$ cat src/rtl/uart_rx.sv
// uart_rx: 8N1 asynchronous serial receiver.
// Synchronises the raw rx pin and detects a start edge. Each bit is sampled
// at its nominal centre, and every good byte is presented on data_out with a
// one-cycle data_valid strobe.
// Optional feature macro: UART_RX_FERR_EN adds the frame_err port. With it, a
// bad stop bit pulses frame_err and exposes the bad byte on data_out.
// TICKS_PER_BIT (CLOCK_FREQ / BAUD_RATE) must be at least 4.
module uart_rx #(
  parameter int unsigned CLOCK_FREQ = 125_000_000,
  parameter int unsigned BAUD_RATE  = 115_200
) (
  input  logic       clk,
  input  logic       rst,
  input  logic       rx,
  output logic [7:0] data_out,
  output logic       data_valid,
  output logic       busy
`ifdef UART_RX_FERR_EN
  ,
  output logic       frame_err
`endif
);

  localparam int unsigned TICKS_PER_BIT = CLOCK_FREQ / BAUD_RATE;
  localparam int unsigned HALF_BIT      = TICKS_PER_BIT / 2;
  localparam int unsigned TICK_W        = 32;
  localparam int unsigned BIT_W         = 3;
  localparam int unsigned DATA_W        = 8;

  localparam logic [TICK_W-1:0] TICK_LAST = TICK_W'(TICKS_PER_BIT - 1);
  localparam logic [TICK_W-1:0] TICK_MID  = TICK_W'(HALF_BIT - 1);
  localparam logic [BIT_W-1:0]  BIT_LAST  = BIT_W'(DATA_W - 1);

  typedef enum logic [1:0] {
    ST_IDLE  = 2'd0,
    ST_START = 2'd1,
    ST_DATA  = 2'd2,
    ST_STOP  = 2'd3
  } state_e;

  state_e              state_q, state_d;
  logic [TICK_W-1:0]   tick_q,  tick_d;
  logic [BIT_W-1:0]    bit_q,   bit_d;
  logic [DATA_W-1:0]   shift_q, shift_d;
  logic [DATA_W-1:0]   data_q,  data_d;
  logic                valid_q, valid_d;
`ifdef UART_RX_FERR_EN
  logic                ferr_q,  ferr_d;
`endif

  logic rx_s1_q;
  logic rx_s2_q;
  logic rx_prev_q;

  // Two-flop synchroniser plus one-cycle history for falling-edge detection.
  always_ff @(posedge clk) begin
    if (rst) begin
      rx_s1_q   <= 1'b1;
      rx_s2_q   <= 1'b1;
      rx_prev_q <= 1'b1;
    end else begin
      rx_s1_q   <= rx;
      rx_s2_q   <= rx_s1_q;
      rx_prev_q <= rx_s2_q;
    end
  end

  // State register and datapath registers.
  always_ff @(posedge clk) begin
    if (rst) begin
      state_q <= ST_IDLE;
      tick_q  <= '0;
      bit_q   <= '0;
      shift_q <= '0;
      data_q  <= '0;
      valid_q <= 1'b0;
`ifdef UART_RX_FERR_EN
      ferr_q  <= 1'b0;
`endif
    end else begin
      state_q <= state_d;
      tick_q  <= tick_d;
      bit_q   <= bit_d;
      shift_q <= shift_d;
      data_q  <= data_d;
      valid_q <= valid_d;
`ifdef UART_RX_FERR_EN
      ferr_q  <= ferr_d;
`endif
    end
  end

  // Next-state, bit-centre sampling and strobe generation.
  always_comb begin
    state_d = state_q;
    tick_d  = tick_q;
    bit_d   = bit_q;
    shift_d = shift_q;
    data_d  = data_q;
    valid_d = 1'b0;
`ifdef UART_RX_FERR_EN
    ferr_d  = 1'b0;
`endif

    case (state_q)
      ST_IDLE: begin
        // Only a falling edge starts a frame; a line held low is ignored.
        if (rx_prev_q && !rx_s2_q) begin
          state_d = ST_START;
          tick_d  = '0;
        end
      end

      ST_START: begin
        if (tick_q == TICK_MID) begin
          if (!rx_s2_q) begin
            state_d = ST_DATA;
            tick_d  = '0;
            bit_d   = '0;
          end else begin
            // Line went back high before mid start bit: a glitch.
            state_d = ST_IDLE;
          end
        end else begin
          tick_d = tick_q + TICK_W'(1);
        end
      end

      ST_DATA: begin
        if (tick_q == TICK_LAST) begin
          shift_d = {rx_s2_q, shift_q[DATA_W-1:1]};
          tick_d  = '0;
          if (bit_q == BIT_LAST) begin
            state_d = ST_STOP;
          end else begin
            bit_d = bit_q + BIT_W'(1);
          end
        end else begin
          tick_d = tick_q + TICK_W'(1);
        end
      end

      ST_STOP: begin
        // Leave at mid stop bit so a back-to-back start edge is not missed.
        if (tick_q == TICK_LAST) begin
          state_d = ST_IDLE;
          if (rx_s2_q) begin
            data_d  = shift_q;
            valid_d = 1'b1;
          end else begin
`ifdef UART_RX_FERR_EN
            data_d = shift_q;
            ferr_d = 1'b1;
`endif
          end
        end else begin
          tick_d = tick_q + TICK_W'(1);
        end
      end

      default: begin
        state_d = ST_IDLE;
      end
    endcase
  end

  assign data_out   = data_q;
  assign data_valid = valid_q;
  assign busy       = (state_q != ST_IDLE);
`ifdef UART_RX_FERR_EN
  assign frame_err  = ferr_q;
`endif

endmodule
$ cat config.mk
export PLATFORM = sky130hd
export DESIGN_NAME = uart_rx
export DESIGN_NICKNAME = d
export VERILOG_FILES = /design/src/rtl/uart_rx.sv
export SDC_FILE = /design/constraint.sdc
export NUM_CORES = 1
export LEC_CHECK = 0
export ABC_AREA = 0
export BUFFER_PORTS_ARGS = -buffer_cell sky130_fd_sc_hd__buf_2
export CAP_MARGIN = 20
export CORE_ASPECT_RATIO = 1.75
export CORE_MARGIN = 1.5
export CORE_UTILIZATION = 50
export DETAILED_ROUTE_END_ITERATION = 12
export PLACE_DENSITY = 0.67
export SYNTH_ARGS = -nofsm -noshare
export SYNTH_HDL_FRONTEND = slang
export SYNTH_SLANG_ARGS = --single-unit
$ cat constraint.sdc
create_clock -name clk -period 2.9 [get_ports clk]
set_input_delay 0.58 -clock clk [delete_from_list [all_inputs] [get_ports clk]]
set_output_delay 0.58 -clock clk [all_outputs]
set_load 0.01 [all_outputs]
Yosys cells after proc, flatten, opt, wreduce, memory -nomap -nowiden
Index checks and enable logic that the tools add are counted.
{"block": "word_totals", "ff_bits": 57}
{"block": "classes", "n_addsub": 2, "n_eq_ne": 15, "n_reduce_logical": 11, "bitwise_logic": 2, "mux": 19}
{"cell": "2-to-1 mux 32 bit", "count": 5}
{"cell": "case mux 32 bit (4 select lines)", "count": 1}
{"cell": "adder 32 x 1 -> 32 bit (second input constant)", "count": 1}
{"cell": "== test 32 x 10 -> 1 bit (second input constant)", "count": 1}
{"cell": "== test 32 x 11 -> 1 bit (second input constant)", "count": 1}
{"cell": "!= test 2 bit (second input constant)", "count": 8}
{"cell": "2-to-1 mux 2 bit", "count": 6}
{"cell": "2-to-1 mux 3 bit", "count": 4}
{"cell": "AND reduction 5 bit", "count": 2}
{"cell": "case mux 2 bit (4 select lines)", "count": 1}
{"cell": "case mux 3 bit (2 select lines)", "count": 1}
{"cell": "AND reduction 3 bit", "count": 2}
{"cell": "== test 2 bit (second input constant)", "count": 2}
{"cell": "nonzero test 2 bit", "count": 2}
{"cell": "adder 3 x 1 -> 3 bit (second input constant)", "count": 1}
{"cell": "== test 3 bit (second input constant)", "count": 1}
{"cell": "!= test 3 bit (second input constant)", "count": 1}
{"cell": "OR reduction 3 bit", "count": 1}
{"cell": "== test 2 x 1 -> 1 bit (second input constant)", "count": 1}
{"cell": "zero test 2 bit", "count": 1}
{"cell": "NOT 1 bit", "count": 2}
{"cell": "AND reduction 2 bit", "count": 1}
{"cell": "logical AND 1 bit", "count": 1}
{"cell": "zero test 1 bit", "count": 1}
{"cell": "2-to-1 mux 1 bit", "count": 1}

Depth between registers and ports, before layout
Gate-level depths: netlist (run 1).
{"block": "depth", "word_depth": 4, "mapped_depth": 10, "ltp_nobuf": 8}

Worst setup path after synthesis (run 1)
No wires, ideal clock.
{"block": "synth_path", "path_kind": "reg-to-reg", "startpoint": "reg tick_q[16]", "endpoint": "reg tick_q[16]", "n_path_buf": 0, "setup_slack_ps": 683, "arrival_time_ps": 2092, "stages_incl_launch_ff": 7, "setup_time_ps": 126, "synth_period_minus_slack_ps": 2217, "cell_sequence": "dfxtp_1 -> nor4_1 -> nand4_1 -> o41ai_1 -> a21oi_1 -> o21ai_2 -> nor2_1"}
{"block": "synth_via", "elab_chain_len": 3}
{"item": "start: declaration", "line": "42", "source": "logic [TICK_W-1:0] tick_q, tick_d;"}
{"item": "start signal: assignment", "line": "82", "source": "tick_q <= tick_d;"}
{"item": "adder 32 x 1 -> 32 bit, or another cell as far along", "line": "125, 139, 157"}
{"item": "2-to-1 mux 32 bit, or another cell as far along", "line": "145", "source": "if (tick_q == TICK_LAST) begin"}
{"item": "case mux 32 bit (4 select lines) / AND reduction 3 bit (equally long branches)"}
Parallel ways exist; a longest one is shown, timed or not. The select of a mux whose other input is x is not followed.
A chain may end at the register's enable or synchronous reset.

Worst setup path in the final report (run 1)
{"block": "layout_path", "startpoint": "reg tick_q[0]", "endpoint": "reg tick_q[12]"}
The elaborated chain is that of the path after synthesis.

==> flow_summary.html, run 1 <==
<table>
<tr><th>Metric</th><th>Value</th></tr>
<tr><th colspan="2">Clock network</th></tr>
<tr><td>Count of H-tree levels built during CTS</td><td>3</td></tr>
<tr><td>Root buffer selected by CTS</td><td>clkbuf_8</td></tr>
<tr><td>Post-CTS Resized</td><td>0</td></tr>
<tr><td>Cts bufs inserted</td><td>9</td></tr>
<tr><td>Clock slew seen by the registers of the worst setup and hold paths</td><td>70 ps</td></tr>
<tr><td>Quantity of hold-fixing buffers added after cts</td><td>0</td></tr>
<tr><td>Maximum buffer depth of the clock tree</td><td>2</td></tr>
<tr><td>Post-CTS setup repair buffer count</td><td>0</td></tr>
<tr><td>Num Clock Sinks</td><td>57</td></tr>
<tr><td>TritonCTS clock tree</td><td>yes</td></tr>
<tr><td>Skew-Pair Late Insertion Delay</td><td>350 ps</td></tr>
<tr><th colspan="2">Status</th></tr>
<tr><td>Run status</td><td>complete, no violations</td></tr>
<tr><th colspan="2">Yosys</th></tr>
<tr><td>Average footprint of a synthesized cell</td><td>8.05 um2</td></tr>
<tr><td>Library cell with the largest summed area after synthesis</td><td>dfxtp_1</td></tr>
<tr><td>Most instantiated library cell after synthesis</td><td>dfxtp_1</td></tr>
<tr><td>Proportion of register bits with asynchronous set or reset after synthesis</td><td>0</td></tr>
<tr><td>Cell area after synthesis</td><td>2910 um2</td></tr>
<tr><td>Proportion of netlist area held by the largest area contributor</td><td>0.393</td></tr>
<tr><td>Distinct cell type count of the synthesized netlist</td><td>50</td></tr>
<tr><td>Share of the yosys chip area belonging to registers</td><td>0.393</td></tr>
<tr><td>Yosys warning count</td><td>0</td></tr>
<tr><td>Top flip-flop cell by instance count after synthesis</td><td>dfxtp_1</td></tr>
<tr><td>Main area contributors after synthesis</td><td>dfxtp_1 39%, nand3_1 7.7%, nand2_1 6.1%</td></tr>
<tr><td>Number of enable-type register cells in the synthesized netlist</td><td>0</td></tr>
<tr><td>Post-synthesis cell count</td><td>361</td></tr>
<tr><td>Top cells by instance count after synthesis</td><td>57 x dfxtp_1, 47 x nand2_1, 45 x nand3_1, 32 x nor2_1, 22 x a21oi_1</td></tr>
<tr><td>Synthesis-stage register bit count</td><td>57</td></tr>
<tr><td>Synthesized netlist net count</td><td>370</td></tr>
<tr><th colspan="2">STA</th></tr>
<tr><td>Final period utilization</td><td>0.927</td></tr>
<tr><td>Final hold viol count</td><td>0</td></tr>
<tr><td>Final worst-path setup slack</td><td>212 ps</td></tr>
<tr><td>Max frequency</td><td>372 MHz</td></tr>
<tr><td>Final-layout setup total negative slack</td><td>0 ps</td></tr>
<tr><td>Transition time of the tightest slew-check pin</td><td>589 ps</td></tr>
<tr><td>Maximum clock skew at final layout</td><td>4.20 ps</td></tr>
<tr><td>Final setup violation count</td><td>0</td></tr>
<tr><td>Hold slack final</td><td>415 ps</td></tr>
<tr><td>Final slew viol count</td><td>0</td></tr>
<tr><td>Shortest clock period the worst path allows after layout</td><td>2690 ps</td></tr>
<tr><td>Unrepaired setup endpoints after global routing</td><td>no</td></tr>
<tr><td>Worst slew margin relative to its limit</td><td>0.603</td></tr>
<tr><th colspan="2">Routing</th></tr>
<tr><td>Vias/cell</td><td>5.92</td></tr>
<tr><td>Total detailed-routing wirelength</td><td>7.27 mm</td></tr>
<tr><td>Drt wl/cell</td><td>15.6 um</td></tr>
<tr><td>Highest Signal Layer</td><td>met4</td></tr>
<tr><td>Remaining DRCs</td><td>0</td></tr>
<tr><td>Number of search-and-repair iterations in the first detailed-routing pass</td><td>4</td></tr>
<tr><td>DRT met1 WL</td><td>2.90 mm</td></tr>
<tr><td>Total via count in the routed design</td><td>2760</td></tr>
<tr><td>Antenna-violating nets left</td><td>0</td></tr>
<tr><td>Detail Route met2 WL</td><td>3.82 mm</td></tr>
<tr><td>Detailed-routed wire length on met3</td><td>301 um</td></tr>
<tr><td>Number of violations reported at the end of detailed-routing iteration 0</td><td>174</td></tr>
<tr><th colspan="2">Worst setup path</th></tr>
<tr><td>Critical Setup Path Class</td><td>flip-flop to flip-flop</td></tr>
<tr><td>Startpoint type of the worst setup path</td><td>flip-flop</td></tr>
<tr><td>Maximum fanout count along the critical path</td><td>13</td></tr>
<tr><td>Worst setup EP type</td><td>flip-flop</td></tr>
<tr><td>CP Data Arrival Time</td><td>2980 ps</td></tr>
<tr><td>Data required time at the worst endpoint</td><td>3190 ps</td></tr>
<tr><th colspan="2">Floorplan</th></tr>
<tr><td>X dimension of the die</td><td>60.6 um</td></tr>
<tr><td>Initial core utilization</td><td>0.520</td></tr>
<tr><td>Die Footprint</td><td>6300 um2</td></tr>
<tr><td>Y dimension of the die</td><td>104 um</td></tr>
<tr><td>Core Box Area</td><td>5590 um2</td></tr>
<tr><td>Std cell rows</td><td>36</td></tr>
<tr><td>I/O pin count</td><td>13</td></tr>
<tr><th colspan="2">Final layout</th></tr>
<tr><td>Area added between synthesis and finish</td><td>14.8%</td></tr>
<tr><td>Share of layout cells above drive strength 1</td><td>0.136</td></tr>
<tr><td>Non-Filler Cell Area, Final</td><td>3340 um2</td></tr>
<tr><td>Number of cells in the finished layout apart from fillers</td><td>466</td></tr>
<tr><td>Diode count</td><td>0</td></tr>
<tr><td>Final Net Count</td><td>394</td></tr>
<tr><th colspan="2">Placed design</th></tr>
<tr><td>Number of placed instances, taps included</td><td>450</td></tr>
<tr><td>Worst slack at placement</td><td>256 ps</td></tr>
<tr><td>Placed inst area</td><td>3120 um2</td></tr>
<tr><td>Placer Congestion</td><td>0.881</td></tr>
<tr><td>PortBufs</td><td>12</td></tr>
<tr><td>Placed wire-length estimate</td><td>5.32 mm</td></tr>
<tr><th colspan="2">Global routing</th></tr>
<tr><td>Remaining global-route overflow</td><td>0</td></tr>
<tr><td>Number of global-route vias before repair</td><td>2599</td></tr>
<tr><td>Overall global routing resource usage</td><td>0.258</td></tr>
<tr><td>Largest net degree at the start of global routing</td><td>35</td></tr>
<tr><td>Initial antenna violation count</td><td>0</td></tr>
<tr><td>Global-route wire length before repair</td><td>12.3 mm</td></tr>
<tr><th colspan="2">Pwr</th></tr>
<tr><td>Leakage dissipation</td><td>1.20 nW</td></tr>
<tr><td>Power per unit of standard cell area</td><td>502 nW/um2</td></tr>
<tr><td>Peak VDD IR</td><td>0.310 mV</td></tr>
<tr><th colspan="2">Hold path</th></tr>
<tr><td>Path category of the worst min-delay check</td><td>flip-flop to flip-flop</td></tr>
<tr><th colspan="2">Run</th></tr>
<tr><td>Number of max-capacitance violations reported</td><td>0</td></tr>
</table>
## worst paths after layout
check | from | slack, ps | to | cells after the start
max | tick_q[0] | 210 | tick_q[12] | 9
min | rx_s1_q | 410 | rx_s2_q | 1
max reg2reg | tick_q[0] | 210 | tick_q[12] | 9
min reg2reg | rx_s1_q | 410 | rx_s2_q | 1
## metrics by stage
step                       util  power, mW
after global placement    0.558      0.872
after floorplan               -      0.849
after detailed placement  0.558      0.873
final                     0.597       1.67
after global routing      0.597       1.75
after CTS                 0.597       1.69
## registers in the layout (all words and copies together) (netlist names), named ones only
| signal | count |
|---|---|
| bit_q | 3 |
| data_out | 8 |
| data_valid | 1 |
| rx_prev_q | 1 |
| rx_s1_q | 1 |
| rx_s2_q | 1 |
| shift_q | 8 |
| state_q | 1 |
| tick_q | 32 |
## layout make-up
cell class	count	area, um2
Tap cell	76	95.1
Sequential cell	57	1140
Fill cell	543	2250
Timing Repair Buffer	26	165
Multi-Input combinational cell	281	1680
Clock inverter	7	95.1
Clock buffer	9	124
Inverter	10	37.5
## kinds of logic (layout without fill, tap and decap cells)
| logic type | after synthesis | after routing | share of synthesized area |
|---|---|---|---|
| flip-flops | 57 | 57 | 0.393 |
| AND/OR/NAND/NOR | 199 | 199 | 0.359 |
| AO/OA/AOI/OAI | 60 | 60 | 0.136 |
| adder cells (fa/ha/maj) | 6 | 6 | 0.0258 |
| multiplexers | 9 | 9 | 0.0310 |
| XOR/XNOR | 7 | 7 | 0.0211 |
| buffers and inverters | 23 | 52 | 0.0340 |
## critical path, stage by stage (launching register included)
cell       delay, ps
dfxtp_1          430
inv_1            110
ha_1             210
and4b_1          200
a2bb2oi_1        350
o41a_1           390
o2111ai_1        160
buf_4            210
or4_1            480
nand3_1           90
## metal layers
metal,global-route usage,vias up
met5,0,-
met4,0.123,0
li1,-,1381
met2,0.428,73
met1,0.285,1290
met3,0.0808,16
## placed cells by master, fill, tap and decap left out, types with 3 or more instances in the layout
cell type,count
a21oi_1,22
a31oi_1,4
buf_2,12
buf_4,14
clkbuf_8,9
clkinvlp_4,4
dfxtp_1,57
ha_1,6
inv_1,10
mux2i_1,9
nand2_1,47
nand2b_1,4
nand3_1,45
nand4_1,7
nor2_1,32
nor3_1,10
nor4_1,15
o2111ai_1,3
o21ai_0,10
or2_2,4
or3_1,10
or4_1,8
xnor2_1,6
## report_power, final
part | leakage, nW | switching, mW | internal [mW]
combinational | 0.646 | 0.0458 | 0.0204
clock | 0.0975 | 0.337 | 0.481
sequential | 0.460 | 0.00446 | 0.785
No activity file was read; power rests on OpenSTA's default activity.
==> inputs of run 2 (changes only) <==
- BUFFER_PORTS_ARGS: -buffer_cell sky130_fd_sc_hd__buf_2 -> -buffer_cell sky130_fd_sc_hd__buf_4
==> run 2 against run 1 <==
Effect of this change: hold slack got worse by 8.1 ps; combinational power shrank 3%; fmax down 0.59%; final area increased by 0.75%; die area is the same; via count fell by 0.29%; core utilization rose by 0.45 points; sequential share of layout area is 0.25 points lower; critical path type unchanged; critical endpoint unchanged; largest cell class unchanged; highest routed layer unchanged.
==> flow_summary.html, run 2 (synthesized netlist as in run 1, its figures left out) <==
<table>
<tr><th>Metric</th><th>Value</th></tr>
<tr><th colspan="2">Pwr</th></tr>
<tr><td>Peak VDD IR</td><td>0.442 mV (+42%)</td></tr>
<tr><td>Leakage dissipation</td><td>1.21 nW (+0.68%)</td></tr>
<tr><td>Power per unit of standard cell area</td><td>510 nW/um2 (+1.6%)</td></tr>
<tr><th colspan="2">Global routing</th></tr>
<tr><td>Global-route wire length before repair</td><td>11.8 mm (-3.5%)</td></tr>
<tr><td>Overall global routing resource usage</td><td>0.253 (-0.00472)</td></tr>
<tr><td>Met3 GRT Util</td><td>0.0759 (-0.00498)</td></tr>
<tr><td>Largest net degree at the start of global routing</td><td>40 (+14%)</td></tr>
<tr><td>Remaining global-route overflow</td><td>0 (unchanged)</td></tr>
<tr><td>Fraction of met1 tracks used by global routing</td><td>0.281 (-0.00417)</td></tr>
<tr><td>Met2 track demand over resource</td><td>0.417 (-0.0108)</td></tr>
<tr><td>GRT Max-Usage Layer</td><td>met2</td></tr>
<tr><td>Initial antenna violation count</td><td>0 (unchanged)</td></tr>
<tr><td>Number of global-route vias before repair</td><td>2488 (-4.3%)</td></tr>
<tr><th colspan="2">Clock network</th></tr>
<tr><td>Skew-Pair Late Insertion Delay</td><td>350 ps (about the same)</td></tr>
<tr><td>Post-CTS Resized</td><td>0 (unchanged)</td></tr>
<tr><td>TritonCTS clock tree</td><td>yes</td></tr>
<tr><td>Cts bufs inserted</td><td>9 (unchanged)</td></tr>
<tr><td>Num Clock Sinks</td><td>57 (unchanged)</td></tr>
<tr><td>Count of H-tree levels built during CTS</td><td>3 (unchanged)</td></tr>
<tr><td>Root buffer selected by CTS</td><td>clkbuf_8</td></tr>
<tr><td>Post-CTS setup repair buffer count</td><td>0 (unchanged)</td></tr>
<tr><td>Maximum buffer depth of the clock tree</td><td>2 (unchanged)</td></tr>
<tr><td>Clock slew seen by the registers of the worst setup and hold paths</td><td>70 ps (about the same)</td></tr>
<tr><td>Quantity of hold-fixing buffers added after cts</td><td>0 (unchanged)</td></tr>
<tr><th colspan="2">Routing</th></tr>
<tr><td>Vias/cell</td><td>5.93 (+0.14%)</td></tr>
<tr><td>Remaining DRCs</td><td>0 (unchanged)</td></tr>
<tr><td>Antenna-violating nets left</td><td>0 (unchanged)</td></tr>
<tr><td>Number of violations reported at the end of detailed-routing iteration 0</td><td>186 (+6.9%)</td></tr>
<tr><td>Total via count in the routed design</td><td>2752 (-0.29%)</td></tr>
<tr><td>Total detailed-routing wirelength</td><td>7.32 mm (+0.70%)</td></tr>
<tr><td>Number of search-and-repair iterations in the first detailed-routing pass</td><td>4 (unchanged)</td></tr>
<tr><td>Drt wl/cell</td><td>15.8 um (+1.1%)</td></tr>
<tr><th colspan="2">Hold path</th></tr>
<tr><td>Path category of the worst min-delay check</td><td>input port to flip-flop</td></tr>
<tr><th colspan="2">STA</th></tr>
<tr><td>Unrepaired setup endpoints after global routing</td><td>no</td></tr>
<tr><td>Final setup violation count</td><td>0 (unchanged)</td></tr>
<tr><td>Final period utilization</td><td>0.932 (+0.00547)</td></tr>
<tr><td>Worst slew margin relative to its limit</td><td>0.552 (-0.0511)</td></tr>
<tr><td>Shortest clock period the worst path allows after layout</td><td>2700 ps (+15.8 ps)</td></tr>
<tr><td>Final-layout setup total negative slack</td><td>0 ps (unchanged)</td></tr>
<tr><td>Maximum clock skew at final layout</td><td>6.84 ps (+2.64 ps)</td></tr>
<tr><td>Max frequency</td><td>370 MHz (-0.59%)</td></tr>
<tr><td>Final slew viol count</td><td>0 (unchanged)</td></tr>
<tr><td>Final worst-path setup slack</td><td>196 ps (-15.9 ps)</td></tr>
<tr><td>Transition time of the tightest slew-check pin</td><td>665 ps (+76.0 ps)</td></tr>
<tr><td>Final hold viol count</td><td>0 (unchanged)</td></tr>
<tr><th colspan="2">Floorplan</th></tr>
<tr><td>X dimension of the die</td><td>60.6 um (unchanged)</td></tr>
<tr><td>Std cell rows</td><td>36 (unchanged)</td></tr>
<tr><td>Y dimension of the die</td><td>104 um (unchanged)</td></tr>
<tr><td>Initial core utilization</td><td>0.520 (unchanged)</td></tr>
<tr><td>Die Footprint</td><td>6300 um2 (unchanged)</td></tr>
<tr><td>Core Box Area</td><td>5590 um2 (unchanged)</td></tr>
<tr><td>I/O pin count</td><td>13 (unchanged)</td></tr>
<tr><th colspan="2">Status</th></tr>
<tr><td>Run status</td><td>complete, no violations</td></tr>
<tr><th colspan="2">Worst setup path</th></tr>
<tr><td>Critical Setup Path Class</td><td>flip-flop to flip-flop</td></tr>
<tr><td>Data required time at the worst endpoint</td><td>3190 ps (about the same)</td></tr>
<tr><td>Worst setup EP type</td><td>flip-flop</td></tr>
<tr><td>Startpoint type of the worst setup path</td><td>flip-flop</td></tr>
<tr><td>CP Data Arrival Time</td><td>2990 ps (about the same)</td></tr>
<tr><td>Maximum fanout count along the critical path</td><td>13 (unchanged)</td></tr>
<tr><th colspan="2">Final layout</th></tr>
<tr><td>Final Net Count</td><td>392 (-0.51%)</td></tr>
<tr><td>Leading cell types in the layout, fill and taps excluded</td><td>57 x dfxtp_1, 47 x nand2_1, 45 x nand3_1</td></tr>
<tr><td>Area added between synthesis and finish</td><td>15.6%</td></tr>
<tr><td>Most frequent standard cell in the layout excluding fill and tap cells</td><td>dfxtp_1</td></tr>
<tr><td>Diode count</td><td>0 (unchanged)</td></tr>
<tr><td>Non-Filler Cell Area, Final</td><td>3360 um2 (+0.75%)</td></tr>
<tr><td>Max FFs per register</td><td>32 (unchanged)</td></tr>
<tr><td>Share of layout cells above drive strength 1</td><td>0.131 (-0.00445)</td></tr>
<tr><td>Largest reg by FF count</td><td>tick_q</td></tr>
<tr><th colspan="2">Placed design</th></tr>
<tr><td>Placer Congestion</td><td>0.879 (-0.23%)</td></tr>
<tr><td>Placed wire-length estimate</td><td>5.23 mm (-1.6%)</td></tr>
<tr><td>PortBufs</td><td>12 (unchanged)</td></tr>
<tr><td>Placed inst area</td><td>3130 um2 (+0.48%)</td></tr>
<tr><td>Worst slack at placement</td><td>264 ps (+8.63 ps)</td></tr>
<tr><th colspan="2">Run</th></tr>
<tr><td>Number of max-capacitance violations reported</td><td>0 (unchanged)</td></tr>
</table>
run 2: layout make-up:
class / count / area [um2]
well taps: 76 / 95.1
repair buffers: 24 / 180
clock buffers: 11 / 151
flip-flops and latches: 57 / 1140
multi-input cells: 281 / 1680
clock inverters: 5 / 77.6
inverters: 10 / 37.5
fillers: 537 / 2220
run 2: report_power, final:
part           internal [mW]  switching, mW  total [mW]  leakage (nW)
registers              0.785        0.00432       0.790         0.460
logic                 0.0197         0.0448      0.0645         0.636
clock network          0.527          0.332       0.859         0.115
run 2: critical path: stages (launching register included):
cell and delay, ps:
dfxtp_1 430, inv_1 110, ha_1 200, and4b_1 190, a2bb2oi_1 330, o41a_1 410, o2111ai_1 170, buf_4 210
or4_1 490, nand3_1 100
run 2: metal layers:
layer  vias up  wire length (um)
li1       1373                 -
met1      1304              2930
met2        56              3850
met3        19               276
met4         0               261
met5         -                 0
run 2: worst paths after layout:
kind                                start         end  slack [ps]  cells past startpoint
worst max register to register  tick_q[0]  tick_q[12]         200                      9
worst min-delay path                   rx     rx_s1_q         410                      2
worst min register to register    rx_s1_q     rx_s2_q         420                      1
worst max-delay path            tick_q[0]  tick_q[12]         200                      9
run 2: stage by stage:
stage | util | std cells | hold WS [ps] | power [mW]
2_1_floorplan | - | 361 | 389 | 0.849
3_3_place_gp | 0.561 | 448 | 396 | 0.871
3_5_place_dp | 0.561 | 448 | 402 | 0.871
4_1_cts | 0.602 | 464 | 395 | 1.73
5_1_grt | 0.602 | 464 | 410 | 1.78
6_report | 0.602 | 464 | 406 | 1.71
==> inputs of run 3 (changes only) <==
- CELL_PAD_IN_SITES_DETAIL_PLACEMENT: default -> 0
- CELL_PAD_IN_SITES_GLOBAL_PLACEMENT: default -> 1
- CORE_UTILIZATION: 50 -> 46
- PLACE_DENSITY: 0.67 -> default
- PLACE_DENSITY_LB_ADDON: default -> 0.1
==> run 3 against run 2 <==
Effect of this change: clock skew fell by 0.63 ps; total power barely moved; first-iteration DRC count rose by 33%; critical endpoint unchanged; largest power group unchanged; highest routed layer unchanged.
==> flow_summary.html, run 3 (synthesized netlist as in run 1, its figures left out) <==
<table>
<tr><th>Metric</th><th>Value</th></tr>
<tr><th colspan="2">Worst setup path</th></tr>
<tr><td>Worst flop-to-flop path endpoint</td><td>tick_q[12]</td></tr>
<tr><td>Worst setup startpoint</td><td>tick_q[0]</td></tr>
<tr><td>Data required time at the worst endpoint</td><td>3180 ps (about the same)</td></tr>
<tr><td>Maximum fanout count along the critical path</td><td>13 (unchanged)</td></tr>
<tr><td>Startpoint type of the worst setup path</td><td>flip-flop</td></tr>
<tr><td>Reg2Reg Setup Slack</td><td>290 ps (+100 ps)</td></tr>
<tr><td>Critical Setup Path Class</td><td>flip-flop to flip-flop</td></tr>
<tr><td>Worst setup EP type</td><td>flip-flop</td></tr>
<tr><td>CP Data Arrival Time</td><td>2890 ps (-100 ps)</td></tr>
<tr><td>Worst R2R Path Depth</td><td>9 (unchanged)</td></tr>
<tr><td>Reg-to-reg startpoint</td><td>tick_q[0]</td></tr>
<tr><th colspan="2">Placed design</th></tr>
<tr><td>PortBufs</td><td>12 (unchanged)</td></tr>
<tr><td>Placer Congestion</td><td>0.873 (-0.63%)</td></tr>
<tr><td>Placed wire-length estimate</td><td>5.40 mm (+3.2%)</td></tr>
<tr><th colspan="2">STA</th></tr>
<tr><td>Unrepaired setup endpoints after global routing</td><td>no</td></tr>
<tr><td>Final slew viol count</td><td>0 (unchanged)</td></tr>
<tr><td>Final period utilization</td><td>0.899 (-0.0332)</td></tr>
<tr><td>Final hold viol count</td><td>0 (unchanged)</td></tr>
<tr><td>Final-layout setup total negative slack</td><td>0 ps (unchanged)</td></tr>
<tr><td>Shortest clock period the worst path allows after layout</td><td>2610 ps (-96.4 ps)</td></tr>
<tr><td>Maximum clock skew at final layout</td><td>6.21 ps (-0.631 ps)</td></tr>
<tr><td>Max frequency</td><td>383 MHz (+3.7%)</td></tr>
<tr><td>Transition time of the tightest slew-check pin</td><td>655 ps (-10.7 ps)</td></tr>
<tr><td>Worst slew margin relative to its limit</td><td>0.564 (+0.0113)</td></tr>
<tr><td>Final setup violation count</td><td>0 (unchanged)</td></tr>
<tr><td>Hold slack final</td><td>419 ps (+12.6 ps)</td></tr>
<tr><th colspan="2">Pwr</th></tr>
<tr><td>Peak VDD IR</td><td>0.341 mV (-23%)</td></tr>
<tr><td>Combinational power share</td><td>0.041 (+0.003)</td></tr>
<tr><td>Flop pwr share</td><td>0.461 (about the same)</td></tr>
<tr><td>Switching share of power</td><td>0.220 (-0.00194)</td></tr>
<tr><td>NetSw</td><td>0.377 mW (-0.90%)</td></tr>
<tr><td>Leakage dissipation</td><td>1.24 nW (+2.0%)</td></tr>
<tr><td>P_int</td><td>1.34 mW (+0.22%)</td></tr>
<tr><td>Portion of total power attributed to the clock network</td><td>0.498 (-0.003)</td></tr>
<tr><td>Power per unit of standard cell area</td><td>503 nW/um2 (-1.3%)</td></tr>
<tr><th colspan="2">Routing</th></tr>
<tr><td>Number of violations reported at the end of detailed-routing iteration 0</td><td>247 (+33%)</td></tr>
<tr><td>Vias/cell</td><td>5.85 (-1.4%)</td></tr>
<tr><td>Number of search-and-repair iterations in the first detailed-routing pass</td><td>5 (+1)</td></tr>
<tr><td>Drt wl/cell</td><td>15.9 um (+1.0%)</td></tr>
<tr><td>Total detailed-routing wirelength</td><td>7.54 mm (+3.0%)</td></tr>
<tr><td>Antenna-violating nets left</td><td>0 (unchanged)</td></tr>
<tr><td>Total via count in the routed design</td><td>2767 (+0.55%)</td></tr>
<tr><td>Remaining DRCs</td><td>0 (unchanged)</td></tr>
<tr><th colspan="2">Floorplan</th></tr>
<tr><td>I/O pin count</td><td>13 (unchanged)</td></tr>
<tr><td>Y dimension of the die</td><td>108 um (+4.1%)</td></tr>
<tr><td>X dimension of the die</td><td>63.1 um (+4.0%)</td></tr>
<tr><td>Std cell rows</td><td>38 (+5.6%)</td></tr>
<tr><td>Die Footprint</td><td>6820 um2 (+8.4%)</td></tr>
<tr><td>Initial core utilization</td><td>0.474 (-0.0465)</td></tr>
<tr><td>Core Box Area</td><td>6130 um2 (+9.8%)</td></tr>
<tr><th colspan="2">Status</th></tr>
<tr><td>Run status</td><td>complete, no violations</td></tr>
<tr><th colspan="2">Final layout</th></tr>
<tr><td>Count of fill cells added during filler insertion</td><td>570 (+6.1%)</td></tr>
<tr><td>Diode count</td><td>0 (unchanged)</td></tr>
<tr><td>Final Net Count</td><td>397 (+1.3%)</td></tr>
<tr><td>Most frequent standard cell in the layout excluding fill and tap cells</td><td>dfxtp_1</td></tr>
<tr><td>Largest reg by FF count</td><td>tick_q</td></tr>
<tr><td>Area of combinational cells with multiple inputs</td><td>1680 um2 (unchanged)</td></tr>
<tr><td>Share of layout cells above drive strength 1</td><td>0.142 (+0.0111)</td></tr>
<tr><td>Area added between synthesis and finish</td><td>17.1%</td></tr>
<tr><td>Leading cell types in the layout, fill and taps excluded</td><td>57 x dfxtp_1, 47 x nand2_1, 45 x nand3_1</td></tr>
<tr><td>Total area of sequential cells</td><td>1140 um2 (unchanged)</td></tr>
<tr><td>Max FFs per register</td><td>32 (unchanged)</td></tr>
<tr><th colspan="2">Clock network</th></tr>
<tr><td>Cts bufs inserted</td><td>9 (unchanged)</td></tr>
<tr><td>Count of H-tree levels built during CTS</td><td>3 (unchanged)</td></tr>
<tr><td>Quantity of hold-fixing buffers added after cts</td><td>0 (unchanged)</td></tr>
<tr><td>Maximum buffer depth of the clock tree</td><td>2 (unchanged)</td></tr>
<tr><td>Root buffer selected by CTS</td><td>clkbuf_8</td></tr>
<tr><td>Skew-Pair Late Insertion Delay</td><td>350 ps (about the same)</td></tr>
<tr><td>Clock slew seen by the registers of the worst setup and hold paths</td><td>60 ps (about the same)</td></tr>
<tr><td>Post-CTS Resized</td><td>0 (unchanged)</td></tr>
<tr><td>Post-CTS setup repair buffer count</td><td>0 (unchanged)</td></tr>
<tr><td>TritonCTS clock tree</td><td>yes</td></tr>
<tr><td>Num Clock Sinks</td><td>57 (unchanged)</td></tr>
<tr><th colspan="2">Global routing</th></tr>
<tr><td>Largest net degree at the start of global routing</td><td>40 (unchanged)</td></tr>
<tr><td>Remaining global-route overflow</td><td>0 (unchanged)</td></tr>
<tr><td>Overall global routing resource usage</td><td>0.240 (-0.0129)</td></tr>
<tr><td>Initial antenna violation count</td><td>0 (unchanged)</td></tr>
<tr><td>Number of global-route vias before repair</td><td>2618 (+5.2%)</td></tr>
<tr><td>Global-route wire length before repair</td><td>12.7 mm (+7.4%)</td></tr>
<tr><th colspan="2">Hold path</th></tr>
<tr><td>Hold Crit Start</td><td>rx_s1_q</td></tr>
<tr><td>Count of cells along the worst hold path</td><td>1 (-1)</td></tr>
<tr><td>Hold Path Sink</td><td>rx_s2_q</td></tr>
<tr><td>Path category of the worst min-delay check</td><td>flip-flop to flip-flop</td></tr>
<tr><th colspan="2">Run</th></tr>
<tr><td>Number of max-capacitance violations reported</td><td>0 (unchanged)</td></tr>
</table>
[run 3: metal layers]
metal / share of wire / vias up / track usage
li1: - / 1391 / -
met1: 0.41 / 1306 / 0.259
met2: 0.53 / 58 / 0.432
met3: 0.038 / 12 / 0.0510
met4: 0.020 / 0 / 0.129
met5: 0 / - / 0
[run 3: final cells by class]
| type | count | area share |
|---|---|---|
| multi-input combinational | 281 | 0.493 |
| clock buffer | 11 | 0.0445 |
| inverter | 10 | 0.0110 |
| clock inverter | 5 | 0.0228 |
| sequential | 57 | 0.335 |
| tap | 80 | 0.0294 |
| timing repair buffer | 29 | 0.0640 |
[run 3: metrics by stage]
step	cells	utilization	power, mW	worst slack [ps]	cell area, um2
5_1_grt	473	0.555	1.77	101	3400
6_report	473	0.555	1.71	292	3400
2_1_floorplan	361	-	0.849	683	2910
3_3_place_gp	457	0.518	0.877	383	3170
3_5_place_dp	457	0.518	0.877	309	3170
4_1_cts	473	0.555	1.73	304	3400
[run 3: worst max path at each step]
stage | endpoint | cells after the start | slack (ps)
2_1_floorplan | tick_q[16] | 6 | 680
3_3_place_gp | tick_q[12] | 9 | 380
3_5_place_dp | tick_q[12] | 9 | 310
4_1_cts | tick_q[12] | 9 | 300
5_1_grt | tick_q[12] | 9 | 100
6_report | tick_q[12] | 9 | 290
[run 3: power groups by stage]
stage               logic [mW]  clock network, mW  registers (mW)
floorplan               0.0439                  0           0.805
global placement        0.0699                  0           0.807
detailed placement      0.0694                  0           0.807
CTS                     0.0699              0.868           0.790
global route            0.0752              0.907           0.790
finish                  0.0696              0.853           0.790
[run 3: worst max-delay path, stage by stage, from the launching register on]
cell and delay [ps]:
dfxtp_1 420, inv_1 100, ha_1 200, and4b_1 200, a2bb2oi_1 310, o41a_1 380
o2111ai_1 160, buf_4 210, or4_1 470, nand3_1 100
